[src/rtl/fetch_pc_unit_if.sv]
// Fetch front-end bus: EX resolution/redirect inputs, imem address and IF/ID capture fields.
// The master modport is the fetch unit; the slave modport is the surrounding pipeline/memory.
interface fetch_pc_unit_if;
  logic        pipeline_en;
  logic        ex_redirect;
  logic [31:0] ex_redirect_pc;
  logic        ex_update_en;
  logic [31:0] ex_pc;
  logic        ex_taken;
  logic [31:0] ex_target;
  logic [31:0] imem_addr;
  logic [31:0] if_pc;
  logic        if_pred_valid;
  logic        if_pred_taken;
  logic [31:0] if_predicted_pc;
  logic        if_flush;

  modport master (
    input  pipeline_en, ex_redirect, ex_redirect_pc,
    input  ex_update_en, ex_pc, ex_taken, ex_target,
    output imem_addr, if_pc, if_pred_valid, if_pred_taken, if_predicted_pc, if_flush
  );

  modport slave (
    output pipeline_en, ex_redirect, ex_redirect_pc,
    output ex_update_en, ex_pc, ex_taken, ex_target,
    input  imem_addr, if_pc, if_pred_valid, if_pred_taken, if_predicted_pc, if_flush
  );
endinterface

[src/rtl/fetch_pc_unit.sv]
// Fetch PC unit: PC register, next-PC select and a direct-mapped BTB with 2-bit counters.
// imem_addr is pc_next so the registered imem output lines up with if_pc one cycle later.
module fetch_pc_unit #(
  parameter logic [31:0] RESET_PC    = 32'h0000_0000,
  parameter int          BTB_ENTRIES = 16,
  parameter int          IDX_W       = 4
) (
  input  logic            clk,
  input  logic            rst,
  fetch_pc_unit_if.master bus
);
  localparam int TAG_W = 30 - IDX_W;

  logic [31:0]      pc_q;
  logic             pred_valid_q;
  logic             pred_taken_q;
  logic [31:0]      pred_pc_q;
  logic             flush_q;

  logic             btb_valid_q  [BTB_ENTRIES];
  logic [TAG_W-1:0] btb_tag_q    [BTB_ENTRIES];
  logic [31:0]      btb_target_q [BTB_ENTRIES];
  logic [1:0]       btb_cnt_q    [BTB_ENTRIES];

  logic [31:0]      pc_d;
  logic [IDX_W-1:0] lk_idx;
  logic             lk_hit;
  logic [IDX_W-1:0] up_idx;
  logic             up_hit;

  always_comb begin
    pc_d = pc_q + 32'd4;
    if (rst)                   pc_d = RESET_PC;
    else if (bus.ex_redirect)  pc_d = bus.ex_redirect_pc;
    else if (!bus.pipeline_en) pc_d = pc_q;
    else if (pred_taken_q)     pc_d = pred_pc_q;
  end

  // Lookup reads pre-update BTB contents; a same-cycle update is seen next lookup.
  always_comb begin
    lk_idx = pc_d[IDX_W+1:2];
    lk_hit = btb_valid_q[lk_idx] && (btb_tag_q[lk_idx] == pc_d[31:IDX_W+2]);
    up_idx = bus.ex_pc[IDX_W+1:2];
    up_hit = btb_valid_q[up_idx] && (btb_tag_q[up_idx] == bus.ex_pc[31:IDX_W+2]);
  end

  always_ff @(posedge clk) begin
    if (rst) begin
      pc_q         <= RESET_PC;
      pred_valid_q <= 1'b0;
      pred_taken_q <= 1'b0;
      pred_pc_q    <= 32'd0;
      flush_q      <= 1'b1;
    end else begin
      pc_q <= pc_d;
      // A plain stall keeps the captured prediction even if the BTB changed meanwhile.
      if (bus.ex_redirect || bus.pipeline_en) begin
        pred_valid_q <= lk_hit;
        pred_taken_q <= lk_hit && btb_cnt_q[lk_idx][1];
        pred_pc_q    <= lk_hit ? btb_target_q[lk_idx] : 32'd0;
      end
      if (bus.pipeline_en) flush_q <= 1'b0;
    end
  end

  always_ff @(posedge clk) begin
    if (rst) begin
      for (int i = 0; i < BTB_ENTRIES; i++) begin
        btb_valid_q[i]  <= 1'b0;
        btb_tag_q[i]    <= '0;
        btb_target_q[i] <= 32'd0;
        btb_cnt_q[i]    <= 2'b01;
      end
    end else if (bus.ex_update_en) begin
      if (up_hit) begin
        if (bus.ex_taken) begin
          btb_target_q[up_idx] <= bus.ex_target;
          if (btb_cnt_q[up_idx] != 2'b11) btb_cnt_q[up_idx] <= btb_cnt_q[up_idx] + 2'b01;
        end else if (btb_cnt_q[up_idx] != 2'b00) begin
          btb_cnt_q[up_idx] <= btb_cnt_q[up_idx] - 2'b01;
        end
      end else if (bus.ex_taken) begin
        btb_valid_q[up_idx]  <= 1'b1;
        btb_tag_q[up_idx]    <= bus.ex_pc[31:IDX_W+2];
        btb_target_q[up_idx] <= bus.ex_target;
        btb_cnt_q[up_idx]    <= 2'b10;
      end
    end
  end

  assign bus.imem_addr       = pc_d;
  assign bus.if_pc           = pc_q;
  assign bus.if_pred_valid   = pred_valid_q;
  assign bus.if_pred_taken   = pred_taken_q;
  assign bus.if_predicted_pc = pred_pc_q;
  assign bus.if_flush        = flush_q;
endmodule

[src/flat_wrapper.sv]
// flat-port wrapper written by rule: the top's interface ports become plain ports
module fetch_pc_unit_flat 
#(
  parameter logic [31:0] RESET_PC    = 32'h0000_0000,
  parameter int          BTB_ENTRIES = 16,
  parameter int          IDX_W       = 4
)
  (clk, rst, bus_pipeline_en, bus_ex_redirect, bus_ex_redirect_pc, bus_ex_update_en, bus_ex_pc, bus_ex_taken, bus_ex_target, bus_imem_addr, bus_if_pc, bus_if_pred_valid, bus_if_pred_taken, bus_if_predicted_pc, bus_if_flush);
  fetch_pc_unit_if bus_i ();
  input  logic clk;
  input  logic rst;
  input wire logic [$bits(bus_i.pipeline_en)-1:0] bus_pipeline_en;
  input wire logic [$bits(bus_i.ex_redirect)-1:0] bus_ex_redirect;
  input wire logic [$bits(bus_i.ex_redirect_pc)-1:0] bus_ex_redirect_pc;
  input wire logic [$bits(bus_i.ex_update_en)-1:0] bus_ex_update_en;
  input wire logic [$bits(bus_i.ex_pc)-1:0] bus_ex_pc;
  input wire logic [$bits(bus_i.ex_taken)-1:0] bus_ex_taken;
  input wire logic [$bits(bus_i.ex_target)-1:0] bus_ex_target;
  output wire logic [$bits(bus_i.imem_addr)-1:0] bus_imem_addr;
  output wire logic [$bits(bus_i.if_pc)-1:0] bus_if_pc;
  output wire logic [$bits(bus_i.if_pred_valid)-1:0] bus_if_pred_valid;
  output wire logic [$bits(bus_i.if_pred_taken)-1:0] bus_if_pred_taken;
  output wire logic [$bits(bus_i.if_predicted_pc)-1:0] bus_if_predicted_pc;
  output wire logic [$bits(bus_i.if_flush)-1:0] bus_if_flush;
  assign bus_i.pipeline_en = bus_pipeline_en;
  assign bus_i.ex_redirect = bus_ex_redirect;
  assign bus_i.ex_redirect_pc = bus_ex_redirect_pc;
  assign bus_i.ex_update_en = bus_ex_update_en;
  assign bus_i.ex_pc = bus_ex_pc;
  assign bus_i.ex_taken = bus_ex_taken;
  assign bus_i.ex_target = bus_ex_target;
  assign bus_imem_addr = bus_i.imem_addr;
  assign bus_if_pc = bus_i.if_pc;
  assign bus_if_pred_valid = bus_i.if_pred_valid;
  assign bus_if_pred_taken = bus_i.if_pred_taken;
  assign bus_if_predicted_pc = bus_i.if_predicted_pc;
  assign bus_if_flush = bus_i.if_flush;
  fetch_pc_unit #(.RESET_PC(RESET_PC), .BTB_ENTRIES(BTB_ENTRIES), .IDX_W(IDX_W)) u_core (.clk(clk), .rst(rst), .bus(bus_i));
endmodule
[config.mk]
export PLATFORM = sky130hd
export DESIGN_NAME = fetch_pc_unit_flat
export DESIGN_NICKNAME = d
export VERILOG_FILES = /design/src/rtl/fetch_pc_unit_if.sv /design/src/rtl/fetch_pc_unit.sv /design/src/flat_wrapper.sv
export SDC_FILE = /design/constraint.sdc
export NUM_CORES = 2
export LEC_CHECK = 0
export CORE_ASPECT_RATIO = 1.4
export CORE_MARGIN = 5
export CORE_UTILIZATION = 30
export CTS_CLUSTER_SIZE = 40
export DETAILED_ROUTE_END_ITERATION = 10
export REMOVE_ABC_BUFFERS = 1
export SYNTH_ARGS = -nofsm -noshare
export SYNTH_HDL_FRONTEND = slang
export SYNTH_SLANG_ARGS = --single-unit
[constraint.sdc]
create_clock -name clk -period 16.4 [get_ports clk]
set_input_delay 2.46 -clock clk [delete_from_list [all_inputs] [get_ports clk]]
set_output_delay 2.46 -clock clk [all_outputs]
set_load 0.005 [all_outputs]
# Word level (Yosys, flattened, before mapping)
# Memories as Yosys holds them, arrays and structs flattened.
# Index checks and enable logic that the tools add are counted.
word_totals:
  ff_bits: 67
  ram_bits: 976
  word_cells: 70
  n_memories: 4
memory_table:
  columns: ["memory", "words", "width", "rd", "rd_clocked_by_memory_dff", "write_ports", "line", "text"]
  rows:
  - ["u_core.btb_target_q", 16, 32, 1, 0, 16, "fetch_pc_unit.sv:22", "logic [31:0] btb_target_q [BTB_ENTRIES];"]
  - ["u_core.btb_tag_q", 16, 26, 2, 0, 16, "fetch_pc_unit.sv:21", "logic [TAG_W-1:0] btb_tag_q [BTB_ENTRIES];"]
  - ["u_core.btb_cnt_q", 16, 2, 2, 0, 16, "fetch_pc_unit.sv:23", "logic [1:0] btb_cnt_q [BTB_ENTRIES];"]
  - ["u_core.btb_valid_q", 16, 1, 2, 0, 16, "fetch_pc_unit.sv:20", "logic btb_valid_q [BTB_ENTRIES];"]
op_classes:
  n_addsub: 3
  n_eq_ne: 3
  mux: 43
  bitwise: 3
  n_reduce_logical: 9
op_table:
  columns: ["cell", "count"]
  rows:
  - ["2-to-1 mux 32 bit", 7]
  - ["equality test 26 bit", 2]
  - ["adder 32 x 3 -> 32 bit, second input constant", 1]
  - ["OR reduction 32 bit", 1]
  - ["2-to-1 mux 1 bit", 28]
  - ["2-to-1 mux 26 bit", 1]
  - ["OR reduction 26 bit", 1]
  - ["2-to-1 mux 4 bit", 4]
  - ["2-to-1 mux 2 bit", 3]
  - ["logical AND 1 bit", 3]
  - ["bitwise OR 1 bit", 3]
  - ["adder 2 x 1 -> 2 bit, second input constant", 1]
  - ["!= test 2 bit, second input constant", 1]
  - ["nonzero test 2 bit", 1]
  - ["OR reduction 2 bit", 1]
  - ["subtractor 2 x 1 -> 2 bit, second input constant", 1]
  - ["logical OR 1 bit", 1]
  - ["OR reduction 1 bit", 1]

# Depth between registers and ports, before layout
# An unclocked memory read counts as a cell.
logic_depth:
  ltp_word: 12
  mapped_depth: 19
  mapped_depth_nobuf: 13

# Worst setup path before layout
# OpenSTA, ideal clock, no wires.
synth_timing:
  path_type: "input to register"
  from: "in bus_ex_pc[2]"
  to: "mem u_core.btb_target_q[1][0], enable pin"
  setup_ns: 0.466
  arrival_time_ns: 6.761
  t_required_ns: 15.934
  path_slack_ns: 9.173
  path_stages: 10
  path_buffers: 7
  cell_sequence: "clkbuf_1 > buf_2 > buf_2 > buf_2 > buf_2 > nand2b_1 > clkbuf_1 > or2_2 > clkbuf_1 > o21ai_0"
synth_lines:
  columns: ["item", "line", "text"]
  rows:
  - ["from (decl)", "flat_wrapper.sv:16", "input wire logic [$bits(bus_i.ex_pc)-1:0] bus_ex_pc;"]
  - ["to (decl)", "fetch_pc_unit.sv:22", null]

# Worst setup path in the final report
layout_timing:
  from: "in rst"
  to: "out bus_imem_addr[27]"
layout_via:
  elab_chain_cells: 1
layout_rtl:
  columns: ["item", "line", "text"]
  rows:
  - ["from (decl)", "flat_wrapper.sv:11", "input logic rst;"]
  - ["2-to-1 mux 32 bit", "fetch_pc_unit.sv:33", "if (rst) pc_d = RESET_PC;"]
  - ["to (decl)", "flat_wrapper.sv:19", "output wire logic [$bits(bus_i.imem_addr)-1:0] bus_imem_addr;"]
# No other way between the ends.

==> summary.md <==
| Metric | Value |
|---|---|
| Share of flip-flops with an asynchronous set or reset | 0% |
| Final setup violation count | 0 |
| Final ANT Viol Nets | 0 |
| Pwr per Cell Area | 105 mW/mm² |
| Final Hold Fails | 0 |
| Hpwl dp | 110000 µm |
| Worst hold path type | flip-flop to flip-flop |
| Die Span Y | 509 µm |
| Clock root cell | clkbuf_16 |
| Register bit total from synthesis | 1043 |
| Largest net degree at the start of global routing | 155 |
| Drt total wl | 194000 µm |
| Crit-path max cell delay | 1110 ps |
| Tmin final | 8520 ps |
| Synth Flop Type | edfxtp_1 |
| H-tree depth | 3 |
| IO Pins | 201 |
| Final instance area | 0.0612 mm² |
| Pleak | 21.3 nW |
| Row count | 183 |
| Gr ovfl total | 0 |
| Outcome | complete, no violations |
| Worst Tran Pin Value | 1290 ps |
| Layout area overhead | 15.0% |
| Clk buf depth | 3 |
| Final setup TNS | 0 ps |
| Share of total power in combinational logic | 13.2% |
| Top delay family on crit path | buffers and inverters |
| DR vias/cell | 5.56 |
| Global-route wire length before repair | 273000 µm |
| Starting DRT DRC Count | 5514 |
| Period Utilization, post-route | 52.0% |
| Post-Syn Area | 0.0533 mm² |
| Post-CTS sizing | 0 |
| Post-CTS setup buffer count | 0 |
| Distinct cells, synth | 91 |
| Seq pwr share | 48.1% |
| Dpl cell area | 0.0576 mm² |
| Clock Sinks | 1043 |
| Worst endpoint required time | 13940 ps |
| Post-Syn Instances | 4622 |
| Detailed Routing Iterations Pass 1 | 6 |
| GRT Util Overall | 20.0% |
| Worst EP arrival | 6060 ps |
| Critical path, cell by cell | buf_2 > buf_4 > clkinv_2 > buf_4 > o21ai_0 > a211oi_1 > clkdlybuf4s50_1 |
| Final max-slew violation count | 0 |
| Post-synth EDFFs | 960 |
| Initial Util | 30.1% |
| Switch share | 26.4% |
| Antenna violations before repair | 24 |
| Commonest non-fill, non-tap cells in the layout | edfxtp_1 (960), and2_1 (932), nand2_1 (819), nand3_1 (329), clkdlybuf4s50_1 (191) |
| Synth Warn # | 0 |
| Setup repair after global routing missed its margin | no |
| Slew HR | 13.3% |
| Crit path max-delay cell type | a211oi_1 |
| Die W | 366 µm |
| Worst-path clk slew | 60 ps |
| Avg Cell Area, Syn | 11.5 µm² |
| TritonCTS buffer count | 112 |
| Vias in the first global route | 38300 |
| Core Footprint | 0.177 mm² |
| Buf+Inv Stages, Crit Path | 5 |
| Final design utilization | 34.6% |
| MaxCap Viol Count | 0 |
| DR DRC count | 0 |
| Layout cell share with drive strength beyond 1 | 12.1% |
| Skew-Pair Late Insertion Delay | 710 ps |
| Via count | 39200 |
| Crit path capture type | output pin |
| Crit path kind | input port to output pin |
| Clock Skews | 43.5 ps |
| Crit path top cell by count | buf_4 |
| Seq/Total Area, Yosys | 57.3% |
| IO buf count | 198 |
| Layout Nets | 4747 |
| VDD IR max | 0.0000928 V |
| FMAX | 117 MHz |
| Die ar. | 0.186 mm² |
| Most common cell after layout, fill and taps aside | edfxtp_1 |
| CTS tree | yes |
| Crit Path Max Fanout | 63 |
| CTS Hold Bufs | 0 |
| Cell Int Power | 4.74 mW |
| Drt wl/cell | 27.5 µm |
| Switch Pwr | 1.70 mW |
| Clk network pwr share | 38.7% |
| Final GP Congestion | 0.860 |
| CP startpoint kind | input port |
-- state kept, by name, indices dropped and copies added, names as in the netlist --
| name | cells |
|---|---|
| u_core.btb_cnt_q | 32 |
| u_core.btb_tag_q | 416 |
| u_core.btb_target_q | 512 |
| u_core.btb_valid_q | 16 |
| u_core.bus.if_flush | 1 |
| u_core.bus.if_pc | 32 |
| u_core.bus.if_pred_taken | 1 |
| u_core.bus.if_pred_valid | 1 |
| u_core.bus.if_predicted_pc | 32 |
-- power by group through the flow --
stage	Clock (mW)	Combinational, mW	Sequential, mW
after CTS	2.51	0.836	3.10
after global placement	0	0.827	3.14
after floorplan	0	0.460	3.13
final	2.50	0.848	3.10
after detailed placement	0	0.833	3.15
after global routing	2.62	0.889	3.11
-- cells by family (layout without fill, tap and decap cells) --
family | count (synthesis) | count (layout) | synth area share (%)
compound gates | 456 | 456 | 6.28
xor+xnor | 76 | 76 | 1.25
fa+ha+maj | 1 | 1 | 0.0235
buf+inv | 436 | 551 | 3.73
flops | 1043 | 1043 | 57.3
mux | 225 | 225 | 8.16
other cells | 0 | 8 | 0
simple gates | 2385 | 2385 | 23.3
-- worst paths after layout --
kind,start,endpoint,slack [ps],cells after the start
min reg2reg,u_core.bus.if_pred_taken$_SDFFE_PP0P_,u_core.bus.if_pred_taken$_SDFFE_PP0P_,470,2
max reg2reg,u_core.bus.if_pc[2]$_SDFF_PP0_,u_core.bus.if_predicted_pc[8]$_SDFFE_PP0P_,10040,15
max,rst,bus_imem_addr[27],7880,7
min,u_core.bus.if_pred_taken$_SDFFE_PP0P_,u_core.bus.if_pred_taken$_SDFFE_PP0P_,470,2
-- Yosys cell counts, drive strengths merged, types with 5 or more instances --
master / instances / area share, %
a211oi: 52 / 0.78
a21o: 18 / 0.25
a21oi: 30 / 0.30
a221oi: 10 / 0.20
a22oi: 6 / 0.094
a311oi: 85 / 1.4
a31oi: 56 / 0.69
a32o: 15 / 0.28
a32oi: 19 / 0.31
and2: 934 / 11
and3: 70 / 0.83
buf: 127 / 1.4
clkbuf: 282 / 2.2
dfxtp: 83 / 3.1
edfxtp: 960 / 54
inv: 27 / 0.20
mux2i: 55 / 1.0
mux4: 166 / 7.0
nand2: 821 / 5.8
nand2b: 6 / 0.070
nand3: 331 / 3.2
nand4: 45 / 0.54
nor2: 54 / 0.39
nor2b: 14 / 0.18
nor3: 42 / 0.40
nor3b: 5 / 0.092
nor4: 12 / 0.20
o2111ai: 5 / 0.094
o211ai: 5 / 0.070
o21ai: 119 / 1.1
o221ai: 5 / 0.082
o22ai: 9 / 0.11
or2: 21 / 0.25
or3: 16 / 0.20
xnor2: 45 / 0.74
xor2: 31 / 0.51
-- cell type report --
| cell class | count | area, µm² |
|---|---|---|
| Sequential cell | 1043 | 30500 |
| Fill cell | 17400 | 116000 |
| Multi-Input combinational cell | 3143 | 21200 |
| Inverter | 27 | 129 |
| Clock inverter | 59 | 440 |
| Tap cell | 2312 | 2890 |
| Timing Repair Buffer | 317 | 2900 |
| Clock buffer | 148 | 3130 |
| Antenna cell | 8 | 20.0 |
-- through the flow --
step	instances	hold slack (ps)	power [mW]	setup WS, ps
floorplan	4213	439	3.59	2850
global placement	6842	442	3.97	7480
detailed placement	6842	449	3.99	7480
CTS	7049	472	6.44	7960
global route	7051	491	6.62	7830
finish	7057	471	6.44	7880
-- per-layer routing --
layer,vias to the layer above,GRT usage (%),share of wire (%)
met5,-,0,0.054
met4,16,8.18,4.3
met3,445,6.35,13
met2,2432,31.4,45
met1,19600,25.6,38
li1,16700,-,-
-- tightest hold or removal path, stage by stage (launching register included) --
cell and delay (ps):
dfxtp_1 330, nand2_1 50, o21ai_0 60
Power figures use the tool's default switching activity.
